==> src/rtl/de1_soc_hps_master_rx_byte_fifo_if.sv <==
// Byte-stream ready/valid channel (ready latency 0) used on both sides of the HPS-master RX byte FIFO.
// master drives valid/data and samples ready; slave samples valid/data and drives ready.
interface de1_soc_hps_master_rx_byte_fifo_if #(
    parameter int DATA_W = 8
);
    logic              valid;
    logic [DATA_W-1:0] data;
    logic              ready;

    modport master (output valid, output data, input ready);
    modport slave  (input valid, input data, output ready);
endinterface

==> src/rtl/de1_soc_hps_master_rx_byte_fifo.sv <==
// RX byte FIFO behind the HPS-master timing adapter: 1-cycle in-to-out latency, registered show-ahead head;
// upstream cannot stall, so bytes arriving while full are dropped and flagged (HPS_MASTER_RX_DROP_CNT_EN adds drop_count).
module de1_soc_hps_master_rx_byte_fifo #(
    parameter int DATA_W    = 8,
    parameter int DEPTH     = 64,
    parameter int AF_THRESH = 48
) (
    input  logic                                  clk,
    input  logic                                  reset,
    de1_soc_hps_master_rx_byte_fifo_if.slave      in_st,
    de1_soc_hps_master_rx_byte_fifo_if.master     out_st,
    output logic [$clog2(DEPTH):0]                fill_level,
    output logic                                  almost_full,
    output logic                                  overflow,
    input  logic                                  overflow_clr
`ifdef HPS_MASTER_RX_DROP_CNT_EN
    ,
    output logic [15:0]                           drop_count
`endif
);

    localparam int PTR_W = $clog2(DEPTH);
    localparam int CNT_W = PTR_W + 1;

    logic [DATA_W-1:0] mem_q [DEPTH];

    logic [PTR_W-1:0]  wr_ptr_q, wr_ptr_d;
    logic [PTR_W-1:0]  rd_ptr_q, rd_ptr_d;
    logic [CNT_W-1:0]  count_q, count_d;
    logic              in_ready_q, in_ready_d;
    logic              out_valid_q, out_valid_d;
    logic [DATA_W-1:0] out_data_q, out_data_d;
    logic              overflow_q, overflow_d;

    logic wr_en;
    logic rd_en;
    logic drop;

    assign wr_en = in_st.valid & in_ready_q;
    assign rd_en = out_valid_q & out_st.ready;
    assign drop  = in_st.valid & ~in_ready_q;

    always_comb begin
        wr_ptr_d    = wr_ptr_q + PTR_W'(wr_en);
        rd_ptr_d    = rd_ptr_q + PTR_W'(rd_en);
        count_d     = count_q + CNT_W'(wr_en) - CNT_W'(rd_en);
        in_ready_d  = (count_d != CNT_W'(DEPTH));
        out_valid_d = (count_d != '0);
        out_data_d  = out_data_q;
        overflow_d  = overflow_q;

        // Next head sits at the advanced read pointer; if that slot is being
        // written this very edge the queue holds exactly one byte, so bypass it.
        if (count_d != '0) begin
            if (wr_en && (wr_ptr_q == rd_ptr_d)) begin
                out_data_d = in_st.data;
            end else begin
                out_data_d = mem_q[rd_ptr_d];
            end
        end

        if (drop) begin
            overflow_d = 1'b1;
        end else if (overflow_clr) begin
            overflow_d = 1'b0;
        end
    end

    always_ff @(posedge clk) begin
        if (wr_en) begin
            mem_q[wr_ptr_q] <= in_st.data;
        end
    end

    always_ff @(posedge clk or posedge reset) begin
        if (reset) begin
            wr_ptr_q    <= '0;
            rd_ptr_q    <= '0;
            count_q     <= '0;
            in_ready_q  <= 1'b0;
            out_valid_q <= 1'b0;
            out_data_q  <= '0;
            overflow_q  <= 1'b0;
        end else begin
            wr_ptr_q    <= wr_ptr_d;
            rd_ptr_q    <= rd_ptr_d;
            count_q     <= count_d;
            in_ready_q  <= in_ready_d;
            out_valid_q <= out_valid_d;
            out_data_q  <= out_data_d;
            overflow_q  <= overflow_d;
        end
    end

`ifdef HPS_MASTER_RX_DROP_CNT_EN
    logic [15:0] drop_count_q, drop_count_d;

    // A clear that coincides with a drop leaves that drop counted.
    always_comb begin
        drop_count_d = drop_count_q;
        if (overflow_clr) begin
            drop_count_d = {15'd0, drop};
        end else if (drop && (drop_count_q != 16'hFFFF)) begin
            drop_count_d = drop_count_q + 16'd1;
        end
    end

    always_ff @(posedge clk or posedge reset) begin
        if (reset) begin
            drop_count_q <= '0;
        end else begin
            drop_count_q <= drop_count_d;
        end
    end

    assign drop_count = drop_count_q;
`endif

    assign in_st.ready  = in_ready_q;
    assign out_st.valid = out_valid_q;
    assign out_st.data  = out_data_q;
    assign fill_level   = count_q;
    assign almost_full  = (count_q >= CNT_W'(AF_THRESH));
    assign overflow     = overflow_q;

endmodule

==> src/flat_wrapper.sv <==
// flat-port wrapper written by rule: the top's interface ports become plain ports
module de1_soc_hps_master_rx_byte_fifo_flat 
#(
    parameter int DATA_W    = 8,
    parameter int DEPTH     = 64,
    parameter int AF_THRESH = 48
)
  (clk, reset, fill_level, almost_full, overflow, overflow_clr, in_st_valid, in_st_data, in_st_ready, out_st_valid, out_st_data, out_st_ready);
  de1_soc_hps_master_rx_byte_fifo_if #(.DATA_W(DATA_W)) in_st_i ();
  de1_soc_hps_master_rx_byte_fifo_if #(.DATA_W(DATA_W)) out_st_i ();
  input  logic clk;
  input  logic reset;
  output logic [$clog2(DEPTH):0] fill_level;
  output logic almost_full;
  output logic overflow;
  input  logic overflow_clr;
  input wire logic [$bits(in_st_i.valid)-1:0] in_st_valid;
  input wire logic [$bits(in_st_i.data)-1:0] in_st_data;
  output wire logic [$bits(in_st_i.ready)-1:0] in_st_ready;
  output wire logic [$bits(out_st_i.valid)-1:0] out_st_valid;
  output wire logic [$bits(out_st_i.data)-1:0] out_st_data;
  input wire logic [$bits(out_st_i.ready)-1:0] out_st_ready;
  assign in_st_i.valid = in_st_valid;
  assign in_st_i.data = in_st_data;
  assign in_st_ready = in_st_i.ready;
  assign out_st_valid = out_st_i.valid;
  assign out_st_data = out_st_i.data;
  assign out_st_i.ready = out_st_ready;
  de1_soc_hps_master_rx_byte_fifo #(.DATA_W(DATA_W), .DEPTH(DEPTH), .AF_THRESH(AF_THRESH)) u_core (.clk(clk), .reset(reset), .in_st(in_st_i), .out_st(out_st_i), .fill_level(fill_level), .almost_full(almost_full), .overflow(overflow), .overflow_clr(overflow_clr));
endmodule
==> config.mk <==
export PLATFORM = sky130hd
export DESIGN_NAME = de1_soc_hps_master_rx_byte_fifo_flat
export DESIGN_NICKNAME = d
export VERILOG_FILES = /design/src/rtl/de1_soc_hps_master_rx_byte_fifo_if.sv /design/src/rtl/de1_soc_hps_master_rx_byte_fifo.sv /design/src/flat_wrapper.sv
export SDC_FILE = /design/constraint.sdc
export NUM_CORES = 1
export LEC_CHECK = 0
export CORE_MARGIN = 5
export CORE_UTILIZATION = 50
export CTS_CLUSTER_DIAMETER = 50
export CTS_CLUSTER_SIZE = 8
export DETAILED_ROUTE_END_ITERATION = 10
export DONT_BUFFER_PORTS = 1
export GPL_TIMING_DRIVEN = 0
export PLACE_DENSITY = 0.77
export RECOVER_POWER = 50
export SYNTH_ARGS = -nofsm -noshare
export SYNTH_HDL_FRONTEND = slang
export SYNTH_SLANG_ARGS = --single-unit
==> constraint.sdc <==
create_clock -name clk -period 9 [get_ports clk]
set_input_delay 1.8 -clock clk [delete_from_list [all_inputs] [get_ports clk]]
set_output_delay 1.8 -clock clk [all_outputs]
set_load 0.01 [all_outputs]
==> flow_metrics.tcl <==
set metrics [dict create \
    fp.dieW_um 219 \
    wl_per_cell_um 26.5 \
    clkTransAtPathRegs_ns 0.05 \
    hold-path-endpoint "u_core.wr_ptr_q[0]$_DFF_PP0_" \
    syn_area_per_cell_sq_um 13.4 \
    grt_pass1_wl_mm 91.5 \
    min_from "u_core.wr_ptr_q[0]$_DFF_PP0_" \
    critPathCaptureType "register" \
    ir_worst_vdd_mv 0.156 \
    rr_worst_depth 11 \
    yosys.area.top_type "edfxtp_1" \
    cts_resized 0 \
    path_buf_inv 2 \
    worst_slew_pin_slew_ns 1.48 \
    slew_viol_final 0 \
    crit_top_cell "a41oi_1" \
    placed_area_sq_um 22600 \
    io_buffers 0 \
    ys_top_cells_by_area "edfxtp_1 (70%), nand2_1 (7.1%), nand3_1 (3.7%), dfrtp_1 (3.4%), mux2i_1 (2.0%)" \
    cts_buffer_depth 3 \
    dieArea_sq_um 48000 \
    p_total_mw 8.79 \
    globalRouteOverflowTotal 0 \
    grt_pass1_vias 14800 \
    area_growth_pct 13.5 \
    timing.fmax_mhz 207 \
    period_needed_ns 4.83 \
    finalHoldViolCount 0 \
    yosysTopAreaCellShare 0.703 \
    hpwl_mm 39.7 \
    synth_flop_cell "edfxtp_1" \
    ant_nets 0 \
    antenna_found_initial 1 \
    fillers 3268 \
    coreArea_sq_um 43200 \
    gp_congestion 1.03 \
    setup_viol 0 \
    diodes 0 \
    status "complete, no violations" \
    drc 0 \
    dp_slack_ns 3.97 \
    min_path_cells 1 \
    synthesis.nets 1657 \
    place_inst 2216 \
    cp_max_fo 10 \
    fin_crit_sh 0.536 \
    vias 14600 \
    drt_iter0_drc 2258 \
    track_usage 0.259 \
    layout.cells.non_filler 2347 \
    cts_hold_buf 0 \
    numCtsBuffers 78 \
    reg2reg_from "u_core.out_st.valid$_DFF_PP0_" \
    drt-total-wl_mm 62.1 \
    ioPinCount 32 \
    initial_core_util 0.507 \
    placementRows 76 \
    synth_seq_cells 542 \
    maxCapViolCount 0 \
    arrival_ns 5.27 \
    cts_tree "done" \
    timing.final.ws_setup_ns 4.17 \
    synth_area_sq_um 21900 \
    rsz0062_at_grt "false" \
    synth.distinct_cells 50 \
    cp_slowest_stage_delay_ns 0.65 \
    critPathKind "input pin to register" \
    clock_sinks 542 \
    nNetsFinal 1738 \
    start_kind "input pin" \
    vias_per_cell 6.23 \
    synthCells 1631 \
    grt_max_degree 66 \
    cp.required_ns 9.45 \
    first_pass_iters 6 \
    timing.reg2reg.setup_slack_ns 4.79 \
    hold_path.class "register to register" \
    final.setup_skew_ns 0.0269 \
    cts_setup_buffers 0 \
    powerDensity_nw_per_um2 354 \
    maxSlewHeadroom 0.0153 \
    synth_edf_count 512 \
    synth.yosys.warnings 0 \
    htreeDepth 3 \
    slowest_stage "nor2_1" \
    setup_tns_ns 0 \
    rr_endpoint "u_core.out_st.data[2]$_DFFE_PP0P_" \
    clock_latency_ns 0.60 \
    drive_gt1_frac 0.0829 \
    yosysSeqAreaShare 0.737 \
    die_h_um 219 \
    cp_cell_sequence "and3_1, ha_1, xnor2_1, inv_1, nor2_1, clkbuf_1, nand3_1, a41oi_1, a21oi_1, nand4b_1, a41oi_1" \
    p_leak_nw 8.39 \
    root_buffer "clkbuf_16" \
    final_area_sq_um 24800 \
    cp_top_family "simple AND/OR/NAND/NOR gates" \
    ys_async_sr_fraction 0.0554 \
]
-- area by class of cell --
| class | count | area, sq um | area share |
|---|---|---|---|
| clock buffer | 124 | 2180 | 0.0877 |
| buffer | 101 | 454 | 0.0183 |
| timing repair buffer | 1 | 3.75 | 0.000151 |
| sequential | 542 | 16100 | 0.649 |
| multi-input combinational | 967 | 5200 | 0.210 |
| inverter | 21 | 78.8 | 0.00317 |
| clock inverter | 6 | 53.8 | 0.00217 |
| tap | 585 | 732 | 0.0295 |
-- per-stage QoR --
stage / hold slack (ns) / util
after floorplan: 0.477 / -
after global placement: 0.488 / 0.524
after detailed placement: 0.500 / 0.524
after CTS: 0.511 / 0.575
after global routing: 0.540 / 0.575
final: 0.521 / 0.575
-- sequential cells by signal (all words and copies together), names as in the netlist --
register             count
u_core.out_st.valid      1
u_core.rd_ptr_q          6
u_core.out_st.data       8
u_core.mem_q           512
u_core.overflow          1
u_core.wr_ptr_q          6
u_core.fill_level        7
u_core.in_st.ready       1
-- metal layers --
layer / up-vias / wire length (um) / part of all wire / global-route usage
met5: - / 7 / 0.00011 / 0
met4: 2 / 3850 / 0.062 / 0.142
met3: 240 / 7620 / 0.12 / 0.0742
met2: 1038 / 28600 / 0.46 / 0.406
met1: 7120 / 22100 / 0.36 / 0.327
li1: 6214 / - / - / -
-- power by group --
group / leakage, nW / switching, mW / internal [mW]
sequential: 4.95 / 0.114 / 2.93
clock: 1.07 / 1.03 / 1.64
combinational: 2.38 / 2.24 / 0.836
total: 8.39 / 3.39 / 5.40
-- cell families after synthesis --
| group | Yosys count | synth area share |
|---|---|---|
| buf+inv | 122 | 0.0244 |
| flops | 542 | 0.737 |
| xor+xnor | 19 | 0.00915 |
| compound gates | 160 | 0.0551 |
| fa+ha+maj | 13 | 0.00778 |
| mux | 44 | 0.0202 |
| simple gates | 731 | 0.146 |
-- worst max-delay path by stage --
stage | startpoint | endpoint | slack (ns) | depth (start not counted)
global route | out_st_ready | u_core.out_st.data[2]$_DFFE_PP0P_ | 4.17 | 11
finish | out_st_ready | u_core.out_st.data[2]$_DFFE_PP0P_ | 4.17 | 11
global placement | out_st_ready | u_core.out_st.data[2]$_DFFE_PP0P_ | 4.09 | 11
floorplan | out_st_ready | u_core.out_st.data[3]$_DFFE_PP0P_ | 4.72 | 14
detailed placement | out_st_ready | u_core.out_st.data[2]$_DFFE_PP0P_ | 3.97 | 11
CTS | out_st_ready | u_core.out_st.data[2]$_DFFE_PP0P_ | 4.55 | 11
-- layout by cell type, fill, tap and decap left out, types with 2 or more instances in the layout --
cell         n
a41oi_1     20
xor2_1       5
nand4b_1     7
nand4_1     21
a31oi_1     22
a211oi_1    21
nand3b_1     5
buf_4        5
clkinv_1     2
a21oi_1     19
nand2b_1     5
a311oi_1    12
inv_6        3
xnor2_1     12
clkbuf_16   80
ha_1        12
mux2i_1     43
and2_1       3
nor3_4       2
a32oi_1     42
and3_4       2
clkbuf_1    96
buf_1        4
or3_1        5
buf_2       39
a22oi_1      6
nand3_1    162
dfrtp_1     30
o21ai_0      9
nand2_1    412
and3_1      22
inv_2        3
inv_1       17
edfxtp_1   512
nor2_1      82
-- synth_stat cells, types with 11 or more instances --
cell      count
clkbuf_1     52
a211oi_1     21
buf_2        39
nand3_1     162
dfrtp_1      30
a32oi_1      42
mux2i_1      43
inv_1        18
xnor2_1      11
nand2_1     412
a21oi_1      19
edfxtp_1    512
ha_1         12
a31oi_1      22
a41oi_1      20
nor2_1       82
a311oi_1     12
and3_1       21
nand4_1      21
No activity file was read; power rests on OpenSTA's default activity.
